**src/rtl/serial_rx_pkg.sv**
```systemverilog
// rtl/serial_rx_pkg.sv - shared types and defaults for the serial word receiver
package serial_rx_pkg;

    typedef enum logic [2:0] {
        IDLE    = 3'd0,
        START   = 3'd1,
        DATA    = 3'd2,
        STOP    = 3'd3,
        RECOVER = 3'd4
    } rx_state_t;

    localparam int   DEFAULT_WIDTH        = 10;
    localparam int   DEFAULT_CLKS_PER_BIT = 16;
    localparam logic LINE_IDLE            = 1'b1;

endpackage

```
**src/rtl/sync_2ff.sv**
```systemverilog
// rtl/sync_2ff.sv - two-flop synchronizer for a single asynchronous bit
module sync_2ff
    import serial_rx_pkg::*;
#(
    parameter logic RESET_VAL = LINE_IDLE
) (
    input  logic clk,
    input  logic rst_n,
    input  logic d,
    output logic q
);

    logic meta;

    always_ff @(posedge clk or negedge rst_n) begin
        if (!rst_n) begin
            meta <= RESET_VAL;
            q    <= RESET_VAL;
        end else begin
            meta <= d;
            q    <= meta;
        end
    end

endmodule

```
**src/rtl/serial_word_rx.sv**
```systemverilog
// rtl/serial_word_rx.sv - start/data/stop serial receiver feeding a WIDTH-bit load register
module serial_word_rx
    import serial_rx_pkg::*;
#(
    parameter int WIDTH        = DEFAULT_WIDTH,
    parameter int CLKS_PER_BIT = DEFAULT_CLKS_PER_BIT
) (
    input  logic             clk,
    input  logic             rst_n,
    input  logic             rxd,
    output logic [WIDTH-1:0] D,
    output logic             load,
    output logic             frame_err
);

    localparam int CNT_W = $clog2(CLKS_PER_BIT);
    localparam int IDX_W = $clog2(WIDTH + 1);

    localparam logic [CNT_W-1:0] HALF_LAST = CNT_W'(CLKS_PER_BIT / 2 - 1);
    localparam logic [CNT_W-1:0] BIT_LAST  = CNT_W'(CLKS_PER_BIT - 1);
    localparam logic [IDX_W-1:0] IDX_LAST  = IDX_W'(WIDTH - 1);

    logic rxd_s;

    rx_state_t        state, state_d;
    logic [CNT_W-1:0] cnt, cnt_d;
    logic [IDX_W-1:0] idx, idx_d;
    logic [WIDTH-1:0] sh, sh_d;
    logic [WIDTH-1:0] d_d;
    logic             load_d;
    logic             frame_err_d;

    sync_2ff #(
        .RESET_VAL (LINE_IDLE)
    ) u_sync (
        .clk   (clk),
        .rst_n (rst_n),
        .d     (rxd),
        .q     (rxd_s)
    );

    always_ff @(posedge clk or negedge rst_n) begin
        if (!rst_n) begin
            state     <= IDLE;
            cnt       <= '0;
            idx       <= '0;
            sh        <= '0;
            D         <= '0;
            load      <= 1'b0;
            frame_err <= 1'b0;
        end else begin
            state     <= state_d;
            cnt       <= cnt_d;
            idx       <= idx_d;
            sh        <= sh_d;
            D         <= d_d;
            load      <= load_d;
            frame_err <= frame_err_d;
        end
    end

    // Start bit is re-checked at its middle; every later sample lands one full bit later.
    always_comb begin
        state_d     = state;
        cnt_d       = cnt;
        idx_d       = idx;
        sh_d        = sh;
        d_d         = D;
        load_d      = 1'b0;
        frame_err_d = 1'b0;

        case (state)
            IDLE: begin
                if (rxd_s != LINE_IDLE) begin
                    state_d = START;
                    cnt_d   = '0;
                end
            end

            START: begin
                if (cnt == HALF_LAST) begin
                    cnt_d = '0;
                    if (rxd_s != LINE_IDLE) begin
                        state_d = DATA;
                        idx_d   = '0;
                    end else begin
                        state_d = IDLE;
                    end
                end else begin
                    cnt_d = cnt + 1'b1;
                end
            end

            DATA: begin
                if (cnt == BIT_LAST) begin
                    sh_d  = {rxd_s, sh[WIDTH-1:1]};
                    cnt_d = '0;
                    idx_d = idx + 1'b1;
                    if (idx == IDX_LAST) begin
                        state_d = STOP;
                    end
                end else begin
                    cnt_d = cnt + 1'b1;
                end
            end

            STOP: begin
                if (cnt == BIT_LAST) begin
                    cnt_d = '0;
                    if (rxd_s == LINE_IDLE) begin
                        d_d     = sh;
                        load_d  = 1'b1;
                        state_d = IDLE;
                    end else begin
                        frame_err_d = 1'b1;
                        state_d     = RECOVER;
                    end
                end else begin
                    cnt_d = cnt + 1'b1;
                end
            end

            // A held-low line (break) must return high before a new start is hunted.
            RECOVER: begin
                if (rxd_s == LINE_IDLE) begin
                    state_d = IDLE;
                end
            end

            default: begin
                state_d = IDLE;
            end
        endcase
    end

endmodule

```
**config.mk**
```make
export PLATFORM = sky130hd
export DESIGN_NAME = serial_word_rx
export DESIGN_NICKNAME = d
export VERILOG_FILES = /design/src/rtl/serial_rx_pkg.sv /design/src/rtl/sync_2ff.sv /design/src/rtl/serial_word_rx.sv
export SDC_FILE = /design/constraint.sdc
export NUM_CORES = 1
export LEC_CHECK = 0
export BUFFER_PORTS_ARGS = -buffer_cell sky130_fd_sc_hd__buf_2
export CORE_MARGIN = 5
export CORE_UTILIZATION = 51
export CTS_CLUSTER_SIZE = 20
export DETAILED_ROUTE_END_ITERATION = 6
export GPL_ROUTABILITY_DRIVEN = 0
export MAX_ROUTING_LAYER = met4
export PLACE_DENSITY = 0.74
export SLEW_MARGIN = 0
export SYNTH_ARGS = -nofsm -noshare
export SYNTH_HDL_FRONTEND = slang
export SYNTH_SLANG_ARGS = --single-unit
```
**constraint.sdc**
```tcl
create_clock -name clk -period 1.8 [get_ports clk]
set_input_delay 0.36 -clock clk [delete_from_list [all_inputs] [get_ports clk]]
set_output_delay 0.36 -clock clk [all_outputs]
set_load 0.02 [all_outputs]
```
==> Word-level counts from Yosys, hierarchy flattened <==
Index checks and enable logic that the tools add are counted.
{ "classes": {"n_addsub": 2, "eq_ne": 14, "muxes": 22, "reduce_logical": 9} }
{ "ops": {"columns": ["operator", "count"], "rows": [
  ["2-to-1 mux 3 bit", 7],
  ["2-to-1 mux 4 bit", 5],
  ["case mux 3 bit (5 select lines)", 1],
  ["!= test 2 bit, second input constant", 6],
  ["case mux 4 bit (3 select lines)", 1],
  ["adder 4 x 1 -> 4 bit, second input constant", 2],
  ["== test 4 bit, second input constant", 2],
  ["case mux 4 bit (2 select lines)", 1],
  ["== test 3 x 2 -> 1 bit, second input constant", 2],
  ["2-to-1 mux 1 bit", 6],
  ["AND reduction 6 bit", 1],
  ["== test 4 x 3 -> 1 bit, second input constant", 1],
  ["AND reduction 2 bit", 2],
  ["AND reduction 4 bit", 1],
  ["== test 3 x 1 -> 1 bit, second input constant", 1],
  ["== test 3 bit, second input constant", 1],
  ["zero test 3 bit", 1],
  ["AND reduction 3 bit", 1],
  ["nonzero test 3 bit", 1],
  ["2-to-1 mux 2 bit", 1],
  ["!= test 2 x 1 -> 1 bit, second input constant", 1],
  ["nonzero test 2 bit", 1],
  ["OR reduction 2 bit", 1]
]} }
{ "word_totals": {"register_bits": 35, "inputBits": 3} }

==> Longest topological paths before layout <==
Gate-level depths: netlist of the first run.
{ "depth": {"word_depth": 4, "depth_mapped": 6} }

==> Cells and area by module <==
Synthesis of the first run repeated with hierarchy kept, for this count alone.
{ "hier_totals": {"cells_unflattened": 127, "area_unflattened_um2": 1711.6} }
{ "modules_own_cells": {"columns": ["module", "n_inst", "cells_each", "area_each_um2"], "rows": [
  ["serial_word_rx", 1, 125, 1659.1],
  ["sync_2ff", 1, 2, 52.6]
]} }

==> Worst setup path before layout of the first run <==
Ideal clock, no wire load.
{ "synth_timing": {"kind": "reg2reg", "startpoint": "reg cnt[0]", "endpoint": "reg sh[0]", "setup_ns": 0.125, "arrival_time_ns": 1.508, "path_slack_ns": 0.167, "path_stages_with_launch": 6, "n_path_buf": 1, "synth_period_minus_slack_ns": 1.633, "path_cell_list": "dfrtp_1 ha_1 nand4_1 nor3_2 buf_2 mux2_2"} }
{ "synth_between": {"elab_chain_len": 2} }
{ "synth_lines": {"columns": ["item", "line_no", "source"], "rows": [
  ["from (decl)", "serial_word_rx.sv:26", "logic [CNT_W-1:0] cnt, cnt_d;"],
  ["from (signal assigned)", "serial_word_rx.sv:53", "cnt <= cnt_d;"],
  ["== test 4 bit", "serial_word_rx.sv:95", "if (cnt == BIT_LAST) begin"],
  ["AND reduction 2 bit (no source line)", null, null],
  ["to (signal assigned)", "serial_word_rx.sv:47", "sh <= '0;"],
  ["to (signal assigned)", "serial_word_rx.sv:55", "sh <= sh_d;"],
  ["to (decl)", "serial_word_rx.sv:28", "logic [WIDTH-1:0] sh, sh_d;"]
]} }
Every way passes these cells.
A chain may end at the register's enable or synchronous reset.

==> Worst setup path in the final report of the first run <==
{ "layout_timing": {"startpoint": "reg cnt[0]", "endpoint": "reg D[4]"} }
{ "layout_between": {"elab_chain_len": 2} }
{ "layout_lines": {"columns": ["item", "line_no", "source"], "rows": [
  ["== test 4 bit", "serial_word_rx.sv:108", "if (cnt == BIT_LAST) begin"],
  ["AND reduction 3 bit (no source line)", null, null],
  ["to (signal assigned)", "serial_word_rx.sv:48", "D <= '0;"],
  ["to (signal assigned)", "serial_word_rx.sv:56", "D <= d_d;"],
  ["to (decl)", "serial_word_rx.sv:11", "output logic [WIDTH-1:0] D,"]
]} }
Every way passes these cells.

==> results of run 1 <==
through the flow:
| step | power [uW] | TNS, ps | worst slack (ps) | hold WS, ps |
|---|---|---|---|---|
| after floorplan | 1393 | 0 | 167.0 | 64.41 |
| after detailed placement | 1553 | 0 | 60.11 | 348.8 |
| after CTS | 1978 | 0 | 46.33 | 87.98 |
| after global routing | 2148 | -9.908 | -7.249 | 72.36 |
| final | 2006 | 0 | 96.85 | 59.66 |
| after global placement | 1509 | 0 | 203.1 | 347.3 |
layer usage:
layer	vias to the layer above	wire (um)	global-route usage, %	share of wire [%]
met5	-	0	-	0
met4	0	53	7.513	1.8
met3	7	102	3.248	3.5
met2	20	1485	26.42	50
met1	496	1308	19.64	44
li1	470	-	-	-
synth_stat cells (all sizes together):
| master | number |
|---|---|
| nor3b | 1 |
| and3b | 1 |
| a31o | 1 |
| o21ai | 6 |
| nor3 | 1 |
| xnor2 | 1 |
| or3b | 1 |
| a32oi | 1 |
| nor4b | 1 |
| buf | 5 |
| dfstp | 2 |
| nor2 | 6 |
| nand2 | 9 |
| a211oi | 1 |
| ha | 3 |
| mux2i | 2 |
| a2111oi | 1 |
| a21oi | 2 |
| mux2 | 22 |
| nand4b | 2 |
| inv | 4 |
| nand4 | 1 |
| dfrtp | 33 |
| and2 | 1 |
| a21o | 2 |
| o31ai | 1 |
| nor2b | 1 |
| nand3 | 3 |
| a22o | 3 |
critical path, cell delays in order, from the launching register on:
cell                      delay [ps]
sky130_fd_sc_hd__dfrtp_1         360
sky130_fd_sc_hd__ha_1            180
sky130_fd_sc_hd__nand4_1         150
sky130_fd_sc_hd__nor3b_2         300
sky130_fd_sc_hd__nand2_1         140
sky130_fd_sc_hd__buf_12          170
sky130_fd_sc_hd__mux2_4          300
worst max path at each step:
stage                  startpoint  slack [ps]  cells after the start           endpoint
2_1_floorplan  cnt[0]$_DFFE_PN0P_         170                      5  sh[0]$_DFFE_PN0P_
3_3_place_gp   cnt[0]$_DFFE_PN0P_         200                      6   D[5]$_DFFE_PN0P_
3_5_place_dp   cnt[0]$_DFFE_PN0P_          60                      6   D[9]$_DFFE_PN0P_
4_1_cts        cnt[0]$_DFFE_PN0P_          50                      6   D[4]$_DFFE_PN0P_
5_1_grt        cnt[0]$_DFFE_PN0P_          -7                      6   D[9]$_DFFE_PN0P_
6_report       cnt[0]$_DFFE_PN0P_         100                      6   D[4]$_DFFE_PN0P_
what timing repair did:
| item | 4_1_cts | 5_1_grt |
|---|---|---|
| endpoints found under the setup margin | 0 | 10 |
| resized for setup | 0 | 1 |
| buffers inserted | 0 | 3 |
cell families (layout without fill, tap and decap cells):
| logic type | Yosys count | in the layout | synth area share (%) |
|---|---|---|---|
| DFF | 35 | 35 | 56.52 |
| AOI/OAI and AO/OA | 18 | 18 | 7.891 |
| and+or+nand+nor | 28 | 28 | 10.07 |
| adders and majority gates | 3 | 3 | 2.416 |
| xor gates and xnor gates | 1 | 1 | 0.5637 |
| buffers and inverters | 9 | 35 | 3.140 |
| muxes | 24 | 24 | 19.40 |
registers in the layout, summed over array words and instances, names as in the netlist:
signal / count
frame_err: 1
D: 10
u_sync.meta: 1
cnt: 4
idx: 4
sh: 10
u_sync.q: 1
load: 1
state: 3
final cells by class:
type | instances | share of cell area [%]
clock buffer | 5 | 2.120
clock inverter | 3 | 1.131
inverter | 4 | 0.8481
multi-input combinational | 74 | 35.41
sequential | 35 | 49.68
tap | 33 | 2.332
timing repair buffer | 23 | 8.481
where the power goes:
part | switching (uW) | leakage [uW] | total [uW] | internal [uW]
Clock | 281 | 0.0000272 | 430 | 149
Sequential | 125 | 0.000457 | 1040 | 915
Combinational | 244 | 0.000438 | 538 | 294
==> flow_metrics.env, run 1 <==
export IMPL_ys_top_cells_by_area="sky130_fd_sc_hd__dfrtp_1 53%, sky130_fd_sc_hd__mux2_2 9.4%, sky130_fd_sc_hd__mux2_4 8.7%"
export IMPL_power_density_mw_per_mm2=1133
export IMPL_setup_viol=0
export IMPL_synthesis_nets=124
export IMPL_grt_start_max_net_pins=36
export IMPL_first_pass_iters=4
export IMPL_finalClockSkew_ps=11.91
export IMPL_yosys_area_top_type="sky130_fd_sc_hd__dfrtp_1"
export IMPL_cts_tree="done"
export IMPL_rows=20
export IMPL_num_antenna_cells=0
export IMPL_cts_buffers=5
export IMPL_yosys_top_cell_area_share_pct=53.14
export IMPL_crit_required_ps=2030
export IMPL_numPlacedInstances=166
export IMPL_grt_pass1_vias=1083
export IMPL_report_final_hold_viol_count=0
export IMPL_p_leak_uw=0.0009225
export IMPL_finish_utilization_pct=59.45
export IMPL_yosys_register_bits=35
export IMPL_crit_reg2reg_launch="cnt[0]$_DFFE_PN0P_"
export IMPL_routed_wirelength_um=2949
export IMPL_finalWorstPathRequiredPeriod_ps=1703
export IMPL_multi_input_comb_area_um2=626.9
export IMPL_chipWidth_um=65.20
export IMPL_worst_setup_path_type="register to register"
export IMPL_worst_r2r_path_depth=6
export IMPL_syn_area_per_cell_um2=13.17
export IMPL_seq_area_frac_synth_pct=56.52
export IMPL_hold_class="input pin to async pin"
export IMPL_r2r_end="D[4]$_DFFE_PN0P_"
export IMPL_max_cap_viol_count=0
export IMPL_routed_via_count=993
export IMPL_total_grt_usage_pct=16.28
export IMPL_chipHeight_um=65.20
export IMPL_drt_wirelength_per_cell_um=16.66
export IMPL_cts_num_sinks=35
export IMPL_max_slew_margin_rel_pct=50.49
export IMPL_timing_reg2reg_setup_slack_ps=100
export IMPL_area_sequential_um2=879.6
export IMPL_arrival_ps=1930
export IMPL_synth_cells=118
export IMPL_place_port_buffers=14
export IMPL_critical_path_peak_fanout=11
export IMPL_clk_latency_ps=350
export IMPL_drt_antenna_violating_nets=0
export IMPL_post_dr_vias_cell=5.610
export IMPL_area_growth_syn_to_layout_pct=13.93
export IMPL_ys_types=32
export IMPL_synth_cell_area_mm2=0.001554
export IMPL_final_fill_count=228
export IMPL_initial_core_util_pct=52.18
export IMPL_tightest_slew_ps=742.7
export IMPL_critPathLaunchType="register"
export IMPL_hold_buffers=0
export IMPL_peakVddDrop_mv=1.029
export IMPL_post_dp_hpwl_um=2048
export IMPL_grt_pass1_wl_um=5112
export IMPL_top_level_ports=15
export IMPL_slew_viol_final=0
export IMPL_layout_cells_most_common="sky130_fd_sc_hd__dfrtp_1"
export IMPL_finish_cell_count_without_fillers=177
export IMPL_clock_edge_transition_at_the_registers_on_the_reported_setup_and_hold_paths_ps=120
export IMPL_cts_buffer_depth=2
export IMPL_most_used_cells_in_the_layout_excluding_fill_and_tap_cells="32 x sky130_fd_sc_hd__dfrtp_1, 14 x sky130_fd_sc_hd__buf_2, 13 x sky130_fd_sc_hd__mux2_2"
export IMPL_layout_drive_gt1_share_pct=41.67
export IMPL_grt_antenna_before_repair=0
export IMPL_dpl_cell_area_mm2=0.001689
export IMPL_synth_warnings=0
export IMPL_period_utilization_post_route_pct=94.62
export IMPL_core_region_area_mm2=0.002978
export IMPL_drcViolationCount=0
export IMPL_cp_end_kind="register"
export IMPL_root_buffer_master="sky130_fd_sc_hd__clkbuf_4"
export IMPL_post_route_cell_area_mm2=0.001770
export IMPL_die_area_mm2=0.004251
export IMPL_ctsHtreeMaxLevel=2
export IMPL_finalNetCount=149
export IMPL_drt_initial_drc_count=25
export IMPL_timing_fmax_mhz=587.1
export IMPL_globalRoute_totalOverflow=0
export IMPL_outcome="completed"
(Power assumes the default switching activity.)
==> run 2: changes to the inputs <==
--- a/config.mk
+++ b/config.mk
@@ -6,13 +6,12 @@
 export NUM_CORES = 1
 export LEC_CHECK = 0
 export BUFFER_PORTS_ARGS = -buffer_cell sky130_fd_sc_hd__buf_2
-export CORE_MARGIN = 5
 export CORE_UTILIZATION = 51
 export CTS_CLUSTER_SIZE = 20
 export DETAILED_ROUTE_END_ITERATION = 6
 export GPL_ROUTABILITY_DRIVEN = 0
 export MAX_ROUTING_LAYER = met4
-export PLACE_DENSITY = 0.74
+export PLACE_DENSITY = 0.7
 export SLEW_MARGIN = 0
 export SYNTH_ARGS = -nofsm -noshare
 export SYNTH_HDL_FRONTEND = slang
==> constraint.sdc (replaced) <==
create_clock -name clk -period 1.8 [get_ports clk]
set_input_delay 0.36 -clock clk [delete_from_list [all_inputs] [get_ports clk]]
set_output_delay 0.36 -clock clk [all_outputs]
set_load 0.01 [all_outputs]
==> flow_metrics.env, run 2 (synthesized netlist as in run 1, its figures left out) <==
export IMPL_outcome="completed"
export IMPL_p_leak_uw=0.0009002
export IMPL_drcViolationCount=0
export IMPL_timing_critical_path_from="cnt[0]$_DFFE_PN0P_"
export IMPL_r2r_end="D[4]$_DFFE_PN0P_"
export IMPL_setup_viol=0
export IMPL_critical_path_peak_fanout=11
export IMPL_chipHeight_um=57.20
export IMPL_top_level_ports=15
export IMPL_timing_setup_tns_ps=0
export IMPL_crit_required_ps=2020
export IMPL_place_port_buffers=14
export IMPL_arrival_ps=1950
export IMPL_first_pass_iters=4
export IMPL_p_comb_share_pct=22.8
export IMPL_critPathMaxStageDelay_ps=390
export IMPL_max_cap_viol_count=0
export IMPL_internal_power_uw=1305
export IMPL_routed_via_count=961
export IMPL_tightest_slew_ps=434.5
export IMPL_cts_num_sinks=35
export IMPL_max_slew_margin_rel_pct=71.03
export IMPL_die_area_mm2=0.003272
export IMPL_finalClockSkew_ps=11.65
export IMPL_finalNetCount=145
export IMPL_hold_buffers=0
export IMPL_post_dr_vias_cell=5.620
export IMPL_rows=19
export IMPL_peakVddDrop_mv=0.7119
export IMPL_slowest_library_cell_on_the_worst_path="sky130_fd_sc_hd__dfrtp_1"
export IMPL_total_grt_usage_pct=19.39
export IMPL_pwr_share_seq_pct=56.2
export IMPL_cts_buffer_depth=2
export IMPL_drt_wirelength_per_cell_um=15.18
export IMPL_worst_setup_path_type="register to register"
export IMPL_ctsHtreeMaxLevel=2
export IMPL_drt_initial_drc_count=25
export IMPL_critPathLaunchType="register"
export IMPL_grt_antenna_before_repair=0
export IMPL_layout_drive_gt1_share_pct=39.29
export IMPL_post_dp_hpwl_um=1769
export IMPL_timing_critical_path_cells="ha_1 > nand4_1 > nor3b_2 > nand2_1 > buf_4 > mux2_4"
export IMPL_initial_core_util_pct=54.93
export IMPL_hold_class="input pin to async pin"
export IMPL_timing_fmax_mhz=577.8
export IMPL_power_density_mw_per_mm2=1096
export IMPL_num_antenna_cells=0
export IMPL_core_region_area_mm2=0.002829
export IMPL_finalWorstPathRequiredPeriod_ps=1731
export IMPL_routed_wirelength_um=2595
export IMPL_cp_end_kind="register"
export IMPL_slew_viol_final=0
export IMPL_grt_pass1_vias=932
export IMPL_drt_antenna_violating_nets=0
export IMPL_grt_start_max_net_pins=36
export IMPL_grt_setup_unrepaired="yes"
export IMPL_area_growth_syn_to_layout_pct=10.95
export IMPL_cts_buffers=5
export IMPL_report_final_hold_viol_count=0
export IMPL_clk_latency_ps=340
export IMPL_power_share_switching_pct=30.93
export IMPL_period_utilization_post_route_pct=96.15
export IMPL_buffering_stage_count_on_the_worst_path_with_inverters_included=1
export IMPL_dpl_cell_area_mm2=0.001667
export IMPL_worst_r2r_path_depth=6
export IMPL_most_used_cells_in_the_layout_excluding_fill_and_tap_cells="32 x sky130_fd_sc_hd__dfrtp_1, 14 x sky130_fd_sc_hd__buf_2, 13 x sky130_fd_sc_hd__mux2_2"
export IMPL_timing_reg2reg_setup_slack_ps=70
export IMPL_crit_reg2reg_launch="cnt[0]$_DFFE_PN0P_"
export IMPL_chipWidth_um=57.20
export IMPL_post_route_cell_area_mm2=0.001724
export IMPL_cts_tree="done"
export IMPL_cp_top_family="simple AND/OR/NAND/NOR gates"
export IMPL_power_net_switching_uw=584.6
export IMPL_globalRoute_totalOverflow=0
export IMPL_grt_pass1_wl_um=4512
export IMPL_p_clk_share_pct=21.0
export IMPL_top_flop_regs="D: 10 flops, sh: 10 flops"
export IMPL_root_buffer_master="sky130_fd_sc_hd__clkbuf_4"
export IMPL_clock_edge_transition_at_the_registers_on_the_reported_setup_and_hold_paths_ps=90
export IMPL_layout_cells_most_common="sky130_fd_sc_hd__dfrtp_1"
-- run 2: cell types whose count changed in the layout (fill, tap and decap cells not counted), sizes merged --
cell / delta
buf: -4
clkbuf: +2
clkinvlp: -2
-- run 2: how the worst max path moves through the flow --
stage / endpoint / slack (ps) / cells after the start
5_1_grt: D[5]$_DFFE_PN0P_ / -2 / 6
4_1_cts: D[5]$_DFFE_PN0P_ / 60 / 5
3_5_place_dp: D[5]$_DFFE_PN0P_ / 80 / 6
2_1_floorplan: sh[0]$_DFFE_PN0P_ / 170 / 5
3_3_place_gp: D[0]$_DFFE_PN0P_ / 150 / 5
6_report: D[4]$_DFFE_PN0P_ / 70 / 6
-- run 2: through the flow --
step           hold WS (ps)  setup slack (ps)  power [uW]  std cells  util (%)
2_1_floorplan         64.41             167.0        1390        118         -
3_3_place_gp          349.5             148.2        1482        163     58.91
3_5_place_dp          354.1             77.68        1511        163     58.91
4_1_cts               44.22             63.82        1909        171     60.68
5_1_grt               65.90            -1.972        2014        171     60.95
6_report              41.46             69.33        1890        171     60.95
-- run 2: power by group through the flow --
stage	sequential [uW]	clock [uW]	combinational, uW
floorplan	1020	0	372
global placement	1070	0	416
detailed placement	1080	0	435
CTS	1060	411	437
global route	1080	440	491
finish	1060	396	432
-- run 2: timing repair --
| action | CTS | global route |
|---|---|---|
| setup buffers | 0 | 0 |
| resized for setup | 0 | 2 |
| endpoints found under the hold margin | 0 | 0 |
| endpoints found under the setup margin | 0 | 11 |
-- run 2: final cells by class --
| class | instances | area, um2 |
|---|---|---|
| Fill cell | 208 | 1105 |
| Sequential cell | 35 | 879.6 |
| Multi-Input combinational cell | 74 | 633.1 |
| Timing Repair Buffer | 19 | 107.6 |
| Clock buffer | 7 | 45.04 |
| Tap cell | 31 | 38.79 |
| Inverter | 4 | 15.01 |
| Clock inverter | 1 | 5.005 |
-- run 2: per-layer routing --
| layer | wire length [um] | share of wire, % | vias up | GRT usage, % |
|---|---|---|---|---|
| met3 | 78 | 3.0 | 7 | 4.082 |
| met4 | 57 | 2.2 | 0 | 9.408 |
| met1 | 1281 | 49 | 476 | 26.23 |
| met5 | 0 | 0 | - | - |
| li1 | - | - | 463 | - |
| met2 | 1178 | 45 | 15 | 28.07 |
==> run 3: changes to the inputs <==
--- a/config.mk
+++ b/config.mk
@@ -6,12 +6,13 @@
 export NUM_CORES = 1
 export LEC_CHECK = 0
 export BUFFER_PORTS_ARGS = -buffer_cell sky130_fd_sc_hd__buf_2
-export CORE_UTILIZATION = 51
+export CORE_UTILIZATION = 33
 export CTS_CLUSTER_SIZE = 20
 export DETAILED_ROUTE_END_ITERATION = 6
 export GPL_ROUTABILITY_DRIVEN = 0
+export GPL_TIMING_DRIVEN = 0
+export HOLD_SLACK_MARGIN = 0.15
 export MAX_ROUTING_LAYER = met4
-export PLACE_DENSITY = 0.7
 export SLEW_MARGIN = 0
 export SYNTH_ARGS = -nofsm -noshare
 export SYNTH_HDL_FRONTEND = slang
==> flow_metrics.env, run 3 (synthesized netlist as in run 1, its figures left out) <==
export IMPL_period_utilization_post_route_pct=95.95
export IMPL_chipHeight_um=70.62
export IMPL_clk_latency_ps=280
export IMPL_critPathMaxStageDelay_ps=410
export IMPL_layout_drive_gt1_share_pct=42.47
export IMPL_slew_viol_final=0
export IMPL_clock_edge_transition_at_the_registers_on_the_reported_setup_and_hold_paths_ps=70
export IMPL_max_cap_viol_count=0
export IMPL_hold_ws_ps=143.4
export IMPL_cts_tree="done"
export IMPL_buffering_stage_count_on_the_worst_path_with_inverters_included=2
export IMPL_finalNetCount=151
export IMPL_report_final_hold_viol_count=0
export IMPL_layout_setup_ws_ps=72.92
export IMPL_chipWidth_um=70.62
export IMPL_num_antenna_cells=0
export IMPL_ctsHtreeMaxLevel=2
export IMPL_finalClockSkew_ps=3.484
export IMPL_cts_buffer_depth=2
export IMPL_drt_met1_wl_um=1203
export IMPL_preCtsSetupSlack_ps=-85.25
export IMPL_area_growth_syn_to_layout_pct=19.08
export IMPL_root_buffer_master="sky130_fd_sc_hd__clkbuf_8"
export IMPL_cts_buffers=5
export IMPL_critical_path_peak_fanout=10
export IMPL_grt_setup_unrepaired="yes"
export IMPL_cp_top_family="flip-flops"
export IMPL_timing_reg2reg_setup_slack_ps=70
export IMPL_dr_wl_met2_um=1358
export IMPL_outcome="completed"
export IMPL_met3WireLength_um=121
export IMPL_critPathLaunchType="register"
export IMPL_globalRoute_totalOverflow=0
export IMPL_drt_initial_drc_count=24
export IMPL_post_dr_vias_cell=5.051
export IMPL_peakVddDrop_mv=0.5936
export IMPL_hold_buffers=0
export IMPL_place_port_buffers=14
export IMPL_routed_via_count=1000
export IMPL_finalWorstPathRequiredPeriod_ps=1727
export IMPL_grt_pass1_wl_um=4567
export IMPL_first_pass_iters=4
export IMPL_drcViolationCount=0
export IMPL_initial_core_util_pct=34.97
export IMPL_area_sequential_um2=878.3
export IMPL_rows=24
export IMPL_routed_wirelength_um=2734
export IMPL_grt_pass1_vias=1017
export IMPL_p_leak_uw=0.0009401
export IMPL_slowest_library_cell_on_the_worst_path="sky130_fd_sc_hd__dfrtp_1"
export IMPL_grt_antenna_before_repair=0
export IMPL_drt_antenna_violating_nets=0
export IMPL_core_region_area_mm2=0.004444
export IMPL_final_fill_count=429
export IMPL_arrival_ps=1890
export IMPL_top_level_ports=15
export IMPL_top_signal_layer_used="met4"
export IMPL_tightest_slew_ps=755.9
export IMPL_multi_input_comb_area_um2=648.1
export IMPL_hold_class="input pin to async pin"
export IMPL_layout_cells_most_common="sky130_fd_sc_hd__dfrtp_1"
export IMPL_max_slew_margin_rel_pct=49.61
export IMPL_top_flop_regs="D: 10 flops, sh: 10 flops"
export IMPL_die_area_mm2=0.004987
export IMPL_timing_critical_path_cells="ha_4 > nand4_1 > buf_4 > nor3_4 > buf_6 > mux2_2"
export IMPL_grt_start_max_net_pins=36
export IMPL_cts_num_sinks=35
export IMPL_post_dp_hpwl_um=1802
export IMPL_setup_viol=0
export IMPL_total_grt_usage_pct=12.04
export IMPL_drt_wirelength_per_cell_um=13.81
export IMPL_cp_end_kind="register"
export IMPL_most_used_cells_in_the_layout_excluding_fill_and_tap_cells="33 x sky130_fd_sc_hd__dfrtp_1, 16 x sky130_fd_sc_hd__buf_2, 13 x sky130_fd_sc_hd__mux2_2"
export IMPL_timing_fmax_mhz=579.0
export IMPL_power_density_mw_per_mm2=1149
export IMPL_crit_required_ps=1970
export IMPL_worst_setup_path_type="register to register"
==> run 3: worst paths after layout <==
path,startpoint,end,cells past startpoint
max,cnt[1]$_DFFE_PN0P_,sh[7]$_DFFE_PN0P_,6
min,rst_n,state[1]$_DFFE_PN0P_,1
max reg2reg,cnt[1]$_DFFE_PN0P_,sh[7]$_DFFE_PN0P_,6
min reg2reg,u_sync.meta$_DFF_PN1_,u_sync.q$_DFF_PN1_,0
max in group asynchronous,rst_n,idx[2]$_DFFE_PN0P_,1
min in group clk,rxd,u_sync.meta$_DFF_PN1_,1
==> run 3: repair_timing <==
item / in CTS / in global routing
endpoints found under the setup margin: 17 / 9
cloned: 0 / 1
pin swaps: 2 / 4
setup buffers: 1 / 4
gates resized for setup: 4 / 5
endpoints found under the hold margin: 0 / 0
==> run 3: metal layers <==
metal / global-route usage (%) / vias up
li1: - / 476
met1: 13.62 / 488
met2: 19.96 / 28
met3: 3.419 / 8
met4: 5.333 / 0
met5: - / -
==> run 3: layout make-up <==
| cell class | count | area share (%) |
|---|---|---|
| sequential | 35 | 47.46 |
| multi-input combinational | 74 | 35.02 |
| timing repair buffer | 20 | 6.423 |
| clock buffer | 6 | 3.922 |
| tap | 52 | 3.516 |
| buffer | 5 | 2.164 |
| inverter | 4 | 0.8114 |
| clock inverter | 2 | 0.6761 |
==> run 3: power breakdown <==
part / switching [uW] / leakage, uW / total [uW] / internal, uW
combinational: 237 / 0.000441 / 539 / 302
sequential: 131 / 0.000458 / 1050 / 916
clock: 270 / 0.0000412 / 540 / 270
total: 639 / 0.000940 / 2130 / 1490
==> run 3: per-stage QoR <==
step / total power, uW / util, % / instances / area, um2 / TNS, ps
after floorplan: 1390 / - / 118 / 1554 / 0
after CTS: 2123 / 40.57 / 193 / 1803 / 0
after global routing: 2270 / 41.64 / 198 / 1851 / -204.7
final: 2126 / 41.64 / 198 / 1851 / 0
after detailed placement: 1515 / 38.01 / 184 / 1689 / -641.4
after global placement: 1488 / 38.01 / 184 / 1689 / -624.9
